==> config.mk <==
export PLATFORM = sky130hd
export DESIGN_NAME = freq_down_counter
export DESIGN_NICKNAME = d
export VERILOG_FILES = /design/src/rtl/freq_down_counter.sv
export SDC_FILE = /design/constraint.sdc
export NUM_CORES = 1
export LEC_CHECK = 0
export ABC_AREA = 1
export BUFFER_PORTS_ARGS = -buffer_cell sky130_fd_sc_hd__buf_2
export CAP_MARGIN = 20
export CORE_ASPECT_RATIO = 0.75
export CORE_MARGIN = 1.5
export CORE_UTILIZATION = 35
export DETAILED_ROUTE_END_ITERATION = 10
export GPL_ROUTABILITY_DRIVEN = 1
export PLACE_DENSITY = 0.63
export SKIP_LAST_GASP = 1
export SLEW_MARGIN = 10
export SYNTH_ARGS = -nofsm -noshare
export SYNTH_HDL_FRONTEND = slang
export SYNTH_SLANG_ARGS = --single-unit
export TNS_END_PERCENT = 100
==> constraint.sdc <==
create_clock -name clk -period 1.8 [get_ports clk]
set_input_delay 0.09 -clock clk [delete_from_list [all_inputs] [get_ports clk]]
set_output_delay 0.09 -clock clk [all_outputs]
set_load 0.02 [all_outputs]
==> src/rtl/freq_down_counter.sv <==
// Reloadable APU waveform down-counter: counts (PERIOD_BASE - freq) ticks per period,
// strobes expire on each period end and advances a duty-step index.
module freq_down_counter #(
  parameter int WIDTH       = 11,
  parameter int PERIOD_BASE = 2**WIDTH,
  parameter int STEPS       = 8,
  localparam int CW         = $clog2(PERIOD_BASE) + 1,
  localparam int SW         = $clog2(STEPS)
) (
  input  logic             clk,
  input  logic             reset,
  input  logic             tick,
  input  logic             trigger,
  input  logic             freq_we,
  input  logic [WIDTH-1:0] freq_in,
  output logic [CW-1:0]    count,
  output logic [SW-1:0]    step,
  output logic             running,
  output logic             expire,
  output logic             step_wrap,
  output logic [WIDTH-1:0] freq
);

  typedef enum logic {IDLE = 1'b0, RUN = 1'b1} state_t;

  state_t            state_q, state_d;
  logic [WIDTH-1:0]  freq_eff;
  logic [CW-1:0]     reload;
  logic              last_step;

  // A same-cycle write takes effect on a reload happening in that cycle.
  assign freq_eff  = freq_we ? freq_in : freq;
  assign reload    = CW'(PERIOD_BASE) - {{(CW-WIDTH){1'b0}}, freq_eff};
  assign last_step = (step == SW'(STEPS - 1));
  assign running   = (state_q == RUN);

  always_comb begin
    state_d   = state_q;
    expire    = 1'b0;
    step_wrap = 1'b0;
    if (trigger)
      state_d = RUN;
    else if (tick && running && (count == CW'(1)))
      expire = 1'b1;
    step_wrap = expire && last_step;
  end

  always_ff @(posedge clk) begin
    if (reset) begin
      state_q <= IDLE;
      freq    <= '0;
      count   <= CW'(PERIOD_BASE);
      step    <= '0;
    end else begin
      state_q <= state_d;
      if (freq_we)
        freq <= freq_in;
      if (trigger) begin
        count <= reload;
        step  <= '0;
      end else if (tick && running) begin
        if (expire) begin
          count <= reload;
          step  <= last_step ? '0 : step + SW'(1);
        end else begin
          count <= count - CW'(1);
        end
      end
    end
  end

endmodule

# --- After elaboration in Yosys (flattened, before gate mapping) ---
# Index checks and enable logic that the tools add are counted.
classes:
  mux: 7
  addsub: 3
  reduce_logical: 6
  eq_ne: 2
ops:
  columns: ["op", "n"]
  rows:
  - ["two-way mux 12 bit", 3]
  - ["== test 12 x 1 -> 1 bit (second input constant)", 1]
  - ["subtractor 12 x 1 -> 12 bit (second input constant)", 1]
  - ["subtractor 12 x 11 -> 12 bit (first input constant)", 1]
  - ["two-way mux 11 bit", 1]
  - ["adder 3 x 1 -> 3 bit (second input constant)", 1]
  - ["== test 3 bit (second input constant)", 1]
  - ["logical AND 1 bit", 3]
  - ["two-way mux 3 bit", 1]
  - ["two-way mux 1 bit", 2]
  - ["AND reduction 2 bit", 1]
  - ["nonzero test 2 bit", 1]
  - ["OR reduction 2 bit", 1]
totals:
  inputBits: 16
  register_bits: 27
  word_cells: 22

# --- Longest topological paths before layout ---
depth:
  ltp_word: 7
  depth_mapped: 12

# --- Least setup slack after synthesis ---
# OpenSTA, ideal clock, no wires.
synth_timing:
  path_type: "register to register"
  startpoint: "reg count[0]"
  endpoint: "reg step[0]"
  required_ps: 1684
  arrival_time_ps: 1638
  synth_period_minus_slack_ps: 1754
  path_stages_with_launch: 8
  slack_ps: 46
  n_path_buf: 0
  setup_time_ps: 116
  path_cell_list: "dfxtp_1 > ha_1 > nand3_1 > nor2_2 > nand2_4 > nor2_1 > o21ai_0 > o211a_1"
synth_via:
  elab_chain_cells: 5
synth_rtl:
  columns: ["item", "line", "source"]
  rows:
  - ["start: declaration", "16", "output logic [CW-1:0] count,"]
  - ["start signal: assignment", "52", "count <= CW'(PERIOD_BASE);"]
  - ["start signal: assignment", "59", "count <= reload;"]
  - ["start signal: assignment", "63", "count <= reload;"]
  - ["== test 12 x 1 -> 1 bit", "43", "else if (tick && running && (count == CW'(1)))"]
  - ["logical AND 1 bit", "43", null]
  - ["two-way mux 1 bit", "43", null]
  - ["two-way mux 1 bit", "41", "if (trigger)"]
  - ["net expire", "19", "output logic expire,"]
  - ["AND reduction 2 bit (no source line)", null, null]
  - ["end signal: assignment", "64", "step <= last_step ? '0 : step + SW'(1);"]
  - ["end: declaration", "17", "output logic [SW-1:0] step,"]
# The timed path passes the listed nets, and every way through them passes these cells.
# A chain may end at the register's enable or synchronous reset.

# --- Final worst setup path ---
layout_timing:
  startpoint: "reg count[1]"
  endpoint: "out step_wrap"
layout_via:
  elab_chain_cells: 5
layout_rtl:
  columns: ["item", "line", "source"]
  rows:
  - ["== test 12 x 1 -> 1 bit", "43", null]
  - ["logical AND 1 bit", "43", null]
  - ["two-way mux 1 bit", "43", null]
  - ["two-way mux 1 bit", "41", null]
  - ["logical AND 1 bit", "45", "step_wrap = expire && last_step;"]
  - ["end: declaration", "20", "output logic step_wrap,"]
# No other way between the ends.

==> metrics.yaml <==
synth_top_area_share_pct: 30.7
fin_area_mm2: 0.00215
yosys_register_bits: 27
firstDrtPassIters: 7
path_buf_inv: 2
clock-sinks: 27
end_kind: "output port"
postCtsHoldBufs: 0
wl_per_cell_um: 11.4
worstHoldPathType: "input pin to flip-flop"
cts_setup_buffers: 0
ant_nets: 0
setup_viol: 0
coreArea_mm2: 0.00487
ys_async_sr_fraction_pct: 0
critPathMaxStageDelay_ns: 0.35
netlist_area_mm2: 0.00176
synth_area_leaders: "dfxtp_1 31%, nand2_1 13%, inv_1 7.2%, nor2_1 6.8%, a21oi_1 4.8%"
first_global_vias: 1521
synthAdderAreaFrac_pct: 3.55
clkSlewWorstSetupHoldPaths_ns: 0.10
finalCriticalPeriod_ns: 1.65
yosysMostFrequentCell: "nand2_1"
synth-simple-area-share_pct: 36.4
fmax_ghz: 0.606
io_pins: 45
yosys_warnings: 0
crit_chain: "inv_1 > ha_1 > nand3_1 > nor2_4 > nand2_4 > nor3b_2 > buf_2"
drt-initial-drc-count: 127
hold_start: "trigger"
skew_ns: 0.00731
globalRouteOverflowTotal: 0
numCtsBuffers: 3
tritoncts: "done"
synthDistinctLibCells: 33
r2r_setup_slack_ns: 0.16
antenna_found_initial: 0
fp-row-count: 22
holdWs_ns: 0.164
postSynthAreaPerCell_um2: 6.60
synth_common_cells: "62 x nand2_1, 34 x inv_1, 32 x nor2_1, 27 x dfxtp_1"
wl_um: 4320
post_dp_cell_area_mm2: 0.00208
crit_start: "count[1]"
vias: 1812
area_growth_syn_to_layout_pct: 22.0
wl_met1_um: 2170
critPathMaxFanout: 6
fillers: 516
clock_tree.buffer_depth: 2
hold_viol_final: 0
worst_r2r_startpoint: "count[1]"
vdd_drop_max_mv: 0.230
routed_via_density: 4.79
tightestPinTransition_ns: 0.489
die_y_um: 64.4
grt_max_degree: 19
grt_usage_pct: 16.2
regArea_um2: 542
yosys.area.top_type: "dfxtp_1"
p_per_area_mw_per_mm2: 742
slew_headroom_pct: 67.3
cts_resized: 0
wl_met2_um: 1810
port_buffers: 44
pre_cts_slack_ns: 0.106
dp_hpwl_um: 3420
remaining_drc_errors: 6
cp_top_family: "simple AND/OR/NAND/NOR gates"
routabilityCongestion: 0.934
synth_top_family_by_area: "simple AND/OR/NAND/NOR gates"
max_cap_viol_count: 0
grt_pass1_wl_um: 6990
synth_compound_gate_area_share_pct: 15.0
num-nets-final: 340
failed_checks: "design-rule violations"
syn-instance-count: 267
mappedNetlistNets: 288
drive_gt1_share_pct: 28.9
slew_viol_final: 0
top_layer_used: "met4"
start_util_pct: 36.2
ys_seq_area_share_pct: 30.7
crit_arrival_ns: 1.56
start_kind: "flip-flop"
status: "complete, but fails checks"
synthMuxAreaShare_pct: 0
cpMaxStageDelayCell: "dfxtp_1"
die_area_mm2: 0.00547
die_x_um: 84.9
root_buffer: "clkbuf_8"
setup_tns_ns: 0
synth_flop_cell: "dfxtp_1"
rsz0062_at_grt: "yes"
insertion_delay_ns: 0.28
dr_wl_met3_um: 290
worstPathRequired_ns: 1.71
synthXorXnorAreaFrac_pct: 2.98
layout_setup_ws_ns: 0.150
cts_max_level: 1
multi_input_area_mm2: 0.00104
critical_path_class: "flip-flop to output port"
power.leakage_nw: 1.13
synth-edff-count: 0
fin_crit_sh_pct: 91.7
antenna_cells: 0
==> per-stage QoR <==
step	total power, mW	utilization, %	instances
2_1_floorplan	1.09	-	267
3_3_place_gp	1.25	42.7	374
3_5_place_dp	1.25	42.7	374
4_1_cts	1.61	43.7	378
5_1_grt	1.71	44.1	378
6_report	1.59	44.1	378
==> final cells by class <==
cell class / count / area share (%)
multi-input combinational: 194 / 48.4
timing repair buffer: 55 / 14.1
tap: 60 / 3.49
clock inverter: 1 / 0.233
clock buffer: 3 / 1.92
inverter: 38 / 6.64
sequential: 27 / 25.2
==> kinds of logic (layout without fill, tap and decap cells) <==
| logic type | Yosys count | after routing |
|---|---|---|
| flops | 27 | 27 |
| fa+ha+maj | 5 | 5 |
| simple gates | 138 | 138 |
| buf+inv | 46 | 97 |
| compound gates | 45 | 45 |
| xor+xnor | 6 | 6 |
==> metal layers <==
layer / GRT usage (%) / vias up
li1: - / 953
met1: 23.0 / 808
met2: 25.2 / 47
met3: 3.44 / 4
met4: 3.69 / 0
met5: 0 / -
==> state kept, by name (all words and copies together), names as in the netlist <==
register,flops
freq,11
running,1
step,3
count,12
==> cell usage in the layout, fill, tap and decap left out <==
cell and n:
clkbuf_8 3, nand2_1 62, nand3_4 1, buf_2 44
inv_2 4, o211ai_1 1, nand2_2 6, ha_1 5
nand3b_1 1, nor4_1 2, nor2_1 31, nor2_2 7
nand2_8 1, inv_1 34, or2_1 1, a21oi_2 1
dfxtp_1 26, xnor2_1 5, buf_4 11, nand3_2 2
nor2_4 2, dfxtp_2 1, nand2_4 1, o21bai_1 2
clkinv_2 1, o21ai_2 6, o21ai_0 14, nand4_1 1
xor2_1 1, nand3_1 17, o21ai_1 3, a21oi_1 17
nor3_1 2, o211a_1 1, nor3b_2 1
==> path summary, 6_finish.rpt <==
path	depth (start not counted)	end
min reg2reg	2	running
min	2	step[1]
max	7	step_wrap
max reg2reg	10	count[0]
==> power breakdown <==
part | internal, mW | switching (mW) | leakage, nW
combinational | 0.207 | 0.361 | 0.885
sequential | 0.645 | 0.0324 | 0.224
clock | 0.155 | 0.194 | 0.0255
(Power assumes the default switching activity.)
